--- src/rtl/paddle_ctrl.sv ---
// paddle_ctrl: multi-paddle horizontal position controller.
// Holds every paddle at x_init until the first move request, then moves each
// paddle independently on every tick. A paddle speeds up the longer its
// direction is held, and its position is always clamped to the screen.
//
// Ports:
//   clk, reset            clock, synchronous active-high reset
//   tick                  one-cycle movement strobe (frame rate)
//   pause                 level; freezes motion while high
//   screen_width          screen width in pixels
//   paddle_width, x_init  per-paddle width / start x, paddle i at [i*X_W +: X_W]
//   move_left/move_right  per-paddle direction requests (level)
//   x_pos                 registered paddle left-edge positions (same packing)
//   started               high once the game has left IDLE
//   at_left/at_right      registered per-paddle limit flags
//
// state  | meaning
// IDLE   | positions track x_init, waiting for a tick with a move request
// RUN    | paddles move on every tick
// PAUSED | positions frozen, speed ramps reset
module paddle_ctrl #(
  parameter int X_W         = 10,
  parameter int N_PAD       = 2,
  parameter int MAX_SPEED   = 4,
  parameter int ACCEL_TICKS = 8
) (
  input  logic                   clk,
  input  logic                   reset,
  input  logic                   tick,
  input  logic                   pause,
  input  logic [X_W-1:0]         screen_width,
  input  logic [N_PAD*X_W-1:0]   paddle_width,
  input  logic [N_PAD*X_W-1:0]   x_init,
  input  logic [N_PAD-1:0]       move_left,
  input  logic [N_PAD-1:0]       move_right,
  output logic [N_PAD*X_W-1:0]   x_pos,
  output logic                   started,
  output logic [N_PAD-1:0]       at_left,
  output logic [N_PAD-1:0]       at_right
);

  localparam int SP_W = $clog2(MAX_SPEED + 1);
  localparam int HC_W = $clog2(ACCEL_TICKS + 1);
  localparam logic [SP_W-1:0] SPEED_ONE = SP_W'(1);
  localparam logic [SP_W-1:0] SPEED_MAX = SP_W'(MAX_SPEED);
  localparam logic [HC_W-1:0] HOLD_TC   = HC_W'(ACCEL_TICKS);

  typedef enum logic [1:0] {IDLE, RUN, PAUSED} state_t;
  typedef enum logic [1:0] {DIR_NONE, DIR_L, DIR_R} dir_t;

  state_t state_q, state_d;

  logic [X_W-1:0]  x_q       [N_PAD];
  logic [X_W-1:0]  x_d       [N_PAD];
  logic [X_W-1:0]  right_lim [N_PAD];
  logic [X_W-1:0]  left_x    [N_PAD];
  logic [X_W-1:0]  right_x   [N_PAD];
  logic [X_W:0]    sum_ext   [N_PAD];
  logic [SP_W-1:0] step      [N_PAD];
  logic [SP_W-1:0] speed_q   [N_PAD];
  logic [SP_W-1:0] speed_d   [N_PAD];
  logic [HC_W-1:0] hold_q    [N_PAD];
  logic [HC_W-1:0] hold_d    [N_PAD];
  dir_t            dir_q     [N_PAD];
  dir_t            dir_d     [N_PAD];
  dir_t            cur_dir   [N_PAD];
  logic [N_PAD-1:0] at_left_d, at_right_d;
  logic             start_go;

  assign start_go = tick & ~pause & (|(move_left | move_right));

  always_comb begin
    state_d = state_q;
    case (state_q)
      IDLE:    if (start_go) state_d = RUN;
      RUN:     if (pause)    state_d = PAUSED;
      PAUSED:  if (!pause)   state_d = RUN;
      default: state_d = IDLE;
    endcase
  end

  // Per-paddle limits and clamped candidate positions for both directions.
  // A direction change always moves by exactly one pixel.
  always_comb begin
    for (int i = 0; i < N_PAD; i++) begin
      if (paddle_width[i*X_W +: X_W] >= screen_width)
        right_lim[i] = '0;
      else
        right_lim[i] = screen_width - paddle_width[i*X_W +: X_W];

      cur_dir[i] = DIR_NONE;
      if (move_left[i] && !move_right[i])
        cur_dir[i] = DIR_L;
      else if (move_right[i] && !move_left[i])
        cur_dir[i] = DIR_R;

      step[i] = (cur_dir[i] != dir_q[i]) ? SPEED_ONE : speed_q[i];

      if ({1'b0, x_q[i]} < (X_W+1)'(step[i]))
        left_x[i] = '0;
      else
        left_x[i] = x_q[i] - X_W'(step[i]);

      sum_ext[i] = {1'b0, x_q[i]} + (X_W+1)'(step[i]);
      if (sum_ext[i] > {1'b0, right_lim[i]})
        right_x[i] = right_lim[i];
      else
        right_x[i] = sum_ext[i][X_W-1:0];
    end
  end

  always_comb begin
    for (int i = 0; i < N_PAD; i++) begin
      x_d[i]        = x_q[i];
      speed_d[i]    = speed_q[i];
      hold_d[i]     = hold_q[i];
      dir_d[i]      = dir_q[i];
      at_left_d[i]  = at_left[i];
      at_right_d[i] = at_right[i];
      case (state_q)
        IDLE: begin
          x_d[i]        = x_init[i*X_W +: X_W];
          at_left_d[i]  = (x_d[i] == '0);
          at_right_d[i] = (x_d[i] == right_lim[i]);
          // The start tick records the requested direction so that holding
          // the same button afterwards continues the ramp rather than restarting.
          if (start_go) dir_d[i] = cur_dir[i];
        end
        RUN: begin
          if (pause) begin
            speed_d[i] = SPEED_ONE;
            hold_d[i]  = '0;
          end else if (tick) begin
            dir_d[i] = cur_dir[i];
            case (cur_dir[i])
              DIR_L:   x_d[i] = left_x[i];
              DIR_R:   x_d[i] = right_x[i];
              default: x_d[i] = x_q[i];
            endcase
            if (cur_dir[i] == DIR_NONE || cur_dir[i] != dir_q[i]) begin
              speed_d[i] = SPEED_ONE;
              hold_d[i]  = '0;
            end else if (hold_q[i] + HC_W'(1) == HOLD_TC) begin
              hold_d[i] = '0;
              if (speed_q[i] != SPEED_MAX) speed_d[i] = speed_q[i] + SP_W'(1);
            end else begin
              hold_d[i] = hold_q[i] + HC_W'(1);
            end
            at_left_d[i]  = (x_d[i] == '0);
            at_right_d[i] = (x_d[i] == right_lim[i]);
          end
        end
        PAUSED: begin
          speed_d[i] = SPEED_ONE;
          hold_d[i]  = '0;
        end
        default: ;
      endcase
    end
  end

  always_ff @(posedge clk) begin
    if (reset) begin
      state_q  <= IDLE;
      started  <= 1'b0;
      at_left  <= '0;
      at_right <= '0;
      for (int i = 0; i < N_PAD; i++) begin
        x_q[i]     <= x_init[i*X_W +: X_W];
        speed_q[i] <= SPEED_ONE;
        hold_q[i]  <= '0;
        dir_q[i]   <= DIR_NONE;
      end
    end else begin
      state_q  <= state_d;
      // FSM never returns to IDLE without reset, so this is sticky.
      started  <= (state_d != IDLE);
      at_left  <= at_left_d;
      at_right <= at_right_d;
      for (int i = 0; i < N_PAD; i++) begin
        x_q[i]     <= x_d[i];
        speed_q[i] <= speed_d[i];
        hold_q[i]  <= hold_d[i];
        dir_q[i]   <= dir_d[i];
      end
    end
  end

  for (genvar g = 0; g < N_PAD; g++) begin : g_pack
    assign x_pos[g*X_W +: X_W] = x_q[g];
  end

endmodule

--- config.mk ---
export PLATFORM = sky130hd
export DESIGN_NAME = paddle_ctrl
export DESIGN_NICKNAME = d
export VERILOG_FILES = /design/src/rtl/paddle_ctrl.sv
export SDC_FILE = /design/constraint.sdc
export NUM_CORES = 1
export LEC_CHECK = 0
export CAP_MARGIN = 15
export CORE_UTILIZATION = 53
export DETAILED_ROUTE_END_ITERATION = 7
export GPL_TIMING_DRIVEN = 0
export PLACE_DENSITY = 0.8
export RECOVER_POWER = 25
export SLEW_MARGIN = 20
export SYNTH_ARGS = -nofsm -noshare
export SYNTH_HDL_FRONTEND = slang
export SYNTH_SLANG_ARGS = --single-unit
--- constraint.sdc ---
create_clock -name clk -period 10.6 [get_ports clk]
set_input_delay 2.65 -clock clk [delete_from_list [all_inputs] [get_ports clk]]
set_output_delay 2.65 -clock clk [all_outputs]
set_load 0.03 [all_outputs]
==> results.py <==
metrics = {
    "clocking": {
        "cts_buffer_depth": 2,
        "cts_setup_buffers": 0,
        "holdBufCountCts": 0,
        "clk_latency_ns": 0.30,
        "tritoncts": "done",
        "htreeDepth": 2,
        "cts_buffers": 5,
        "clkSlewWorstSetupHoldPaths_ns": 0.08,
        "cts-root-buf": "clkbuf_16",
        "cts_resized": 0,
        "clkSinkCount": 45,
    },
    "yosys": {
        "synth.area.mux_share_pct": 1.97,
        "synth_cell_type_count": 85,
        "synth_seq_area_share_pct": 16.4,
        "synth_top_family_by_area": "compound AO/OA/AOI/OAI gates",
        "synth_area_leaders": "ha_1, edfxtp_1, dfxtp_1",
        "synth-edff-count": 20,
        "synth_seq_cells": 45,
        "yosys.area_share.simple_pct": 24.5,
        "synthAdderAreaFrac_pct": 14.8,
        "async_flop_share_pct": 0,
        "synth_fp_nets": 1061,
        "synth_common_cells": "nor2_1, nand2_1, inv_1",
        "synthesis.area_um2": 6730,
        "syn_inst": 927,
        "synthFlopType": "dfxtp_1",
        "avgSynthCellArea_um2": 7.26,
        "synthMostInstantiatedCell": "nor2_1",
        "yosys_warnings": 0,
        "synth_area_leader_cell": "ha_1",
        "synth_top_cell_area_share_pct": 13.0,
        "synth_xor_xnor_area_share_pct": 6.51,
        "synth_compound_area_share_pct": 28.7,
    },
    "finish": {
        "drive_above_1_share_pct": 4.72,
        "area_growth_syn_to_layout_pct": 17.7,
        "seq_area_um2": 1100,
        "fill_cells": 1130,
        "final_net_count": 1149,
        "antennaDiodeCount": 0,
        "multiInputGateArea_um2": 5150,
    },
    "critical_path": {
        "critPathMaxStageDelay_ns": 0.83,
        "endpoint": "at_right[0]",
        "cp_num_buf_inv": 6,
        "reg2regPathDepth": 21,
        "worst_ep_arrival_time_ns": 9.22,
        "criticalPathCategory": "input pin to register",
        "rrSetupSlack_ns": 4.62,
        "crit_family": "compound AO/OA/AOI/OAI gates",
        "cp-startpoint": "move_right[0]",
        "cp-start-kind": "input pin",
        "r2r_start": "dir_q[0][0]",
        "cp_num_cells": 25,
        "required_ns": 10.80,
        "endpoint_kind": "register",
        "cp_slowest_cell": "a221oi_1",
        "r2r_end": "at_right[0]",
        "path_max_fanout": 10,
    },
    "timing": {
        "hold_violations": 0,
        "fin_crit_ns": 9.02,
        "tns_ns": 0,
        "setup_viol": 0,
        "max_freq_mhz": 111,
        "tightest_slew_ns": 1.03,
        "grt_setup_unrepaired": "false",
        "fin_skew_ns": 0.0117,
        "fin_crit_sh_pct": 85.1,
        "drv_slew": 0,
        "relSlewSlack_pct": 31.3,
    },
    "route": {
        "firstDrtPassIters": 7,
        "via_per_inst": 6.36,
        "vias": 7534,
        "drt_wl_total_um": 22600,
        "antenna_left": 0,
        "wl_per_cell_um": 19.1,
        "drc": 0,
        "drt_iter0_markers": 831,
    },
    "global_route": {
        "grt_pass1_vias": 6911,
        "globalRouteMet2Util_pct": 55.3,
        "busiest_layer": "met2",
        "met3_usage_pct": 3.44,
        "grt-ovfl-total": 0,
        "grt_usage_pct": 34.5,
        "grt_start_max_net_pins": 21,
        "grt_pass1_wl_um": 35300,
        "antenna_found_initial": 0,
        "met1_usage_pct": 47.0,
    },
    "floorplan": {
        "row_count": 40,
        "dieArea_um2": 13100,
        "start_util_pct": 55.1,
        "ioPinCount": 83,
        "die_w_um": 115,
        "die_h_um": 115,
        "core_area_um2": 12200,
    },
    "place": {
        "dpl.hpwl_um": 17700,
        "port_buffers": 81,
        "routabilityCongestion": 1.03,
    },
    "pwr": {
        "fin_total_pwr_mw": 0.977,
        "power_density_nw_per_um2": 123,
        "ir_drop_mv": 0.0867,
        "power.leakage_nw": 3.21,
    },
    "worst_hold_path": {
        "hold_class": "register to register",
    },
    "run_status": {
        "status": "complete, no violations",
    },
    "flow_run": {
        "drv_cap": 0,
    },
}
## stage by stage
stage	setup slack, ns	cells	hold WS (ns)	util [%]	area (µm²)
after floorplan	3.23	927	0.453	-	6730
after global placement	1.45	1176	0.461	63.5	7750
after detailed placement	1.48	1176	0.478	63.5	7750
after CTS	1.75	1184	0.489	64.8	7920
after global routing	1.14	1184	0.511	64.9	7920
final	1.58	1184	0.483	64.9	7920
## how the worst min path moves through the flow
stage / end / slack [ns] / cells past startpoint / start
finish: at_right[1] / 0.48 / 2 / at_right[1]
global route: at_right[1] / 0.51 / 2 / at_right[1]
CTS: at_right[1] / 0.49 / 2 / at_right[1]
detailed placement: at_right[1] / 0.48 / 2 / at_right[1]
global placement: at_right[1] / 0.46 / 2 / at_right[1]
floorplan: speed_q[0][5] / 0.45 / 2 / speed_q[0][5]
## cells in the final DEF, fill, tap and decap left out, types with 20 or more instances in the layout
| cell | n |
|---|---|
| xnor2_1 | 30 |
| nand2_1 | 86 |
| clkdlybuf4s50_1 | 61 |
| inv_1 | 79 |
| a21oi_1 | 66 |
| edfxtp_1 | 20 |
| o21ai_0 | 69 |
| dlygate4sd3_1 | 20 |
| ha_1 | 70 |
| nor3_1 | 22 |
| clkbuf_1 | 29 |
| dfxtp_1 | 25 |
| nor2_1 | 92 |
| xor2_1 | 20 |
| nand3_1 | 33 |
## metal layers
metal	vias to the layer above	wire, µm
li1	3576	-
met3	95	1870
met5	-	0
met1	3439	9760
met2	424	10000
met4	0	942
## cell type report
class                      instances  share of cell area (%)
timing repair buffer              81                    10.2
clock inverter                     2                   0.205
sequential                        45                    13.9
clock buffer                       6                    1.90
inverter                          80                    3.79
tap                              168                    2.65
multi-input combinational        760                    65.1
buffer                            42                    2.24
## registers in the layout, summed over array words and instances (netlist names)
name and count:
hold_q 8, speed_q 6, at_right 2, dir_q 4
at_left 2, x_q 20, state_q 2, started 1
## power by group
part	switching [mW]	internal [mW]	total, mW
Clock	0.0806	0.103	0.183
Sequential	0.0231	0.201	0.224
Combinational	0.359	0.210	0.569
Total	0.463	0.514	0.977
## cell families after synthesis
group                      count (synthesis)
AOI/OAI and AO/OA                        286
xor gates and xnor gates                  50
adders and majority gates                 76
buffers and inverters                    122
DFF                                       45
muxes                                     13
and+or+nand+nor                          335
## worst min-delay path: cells and delay by family (launching register included)
kind,cells,cell delay [ns]
AO/OA/AOI/OAI,1,0.07
AND/OR/NAND/NOR,1,0.06
flip-flops,1,0.31
Note: power is estimated with default switching activity, not from simulation.
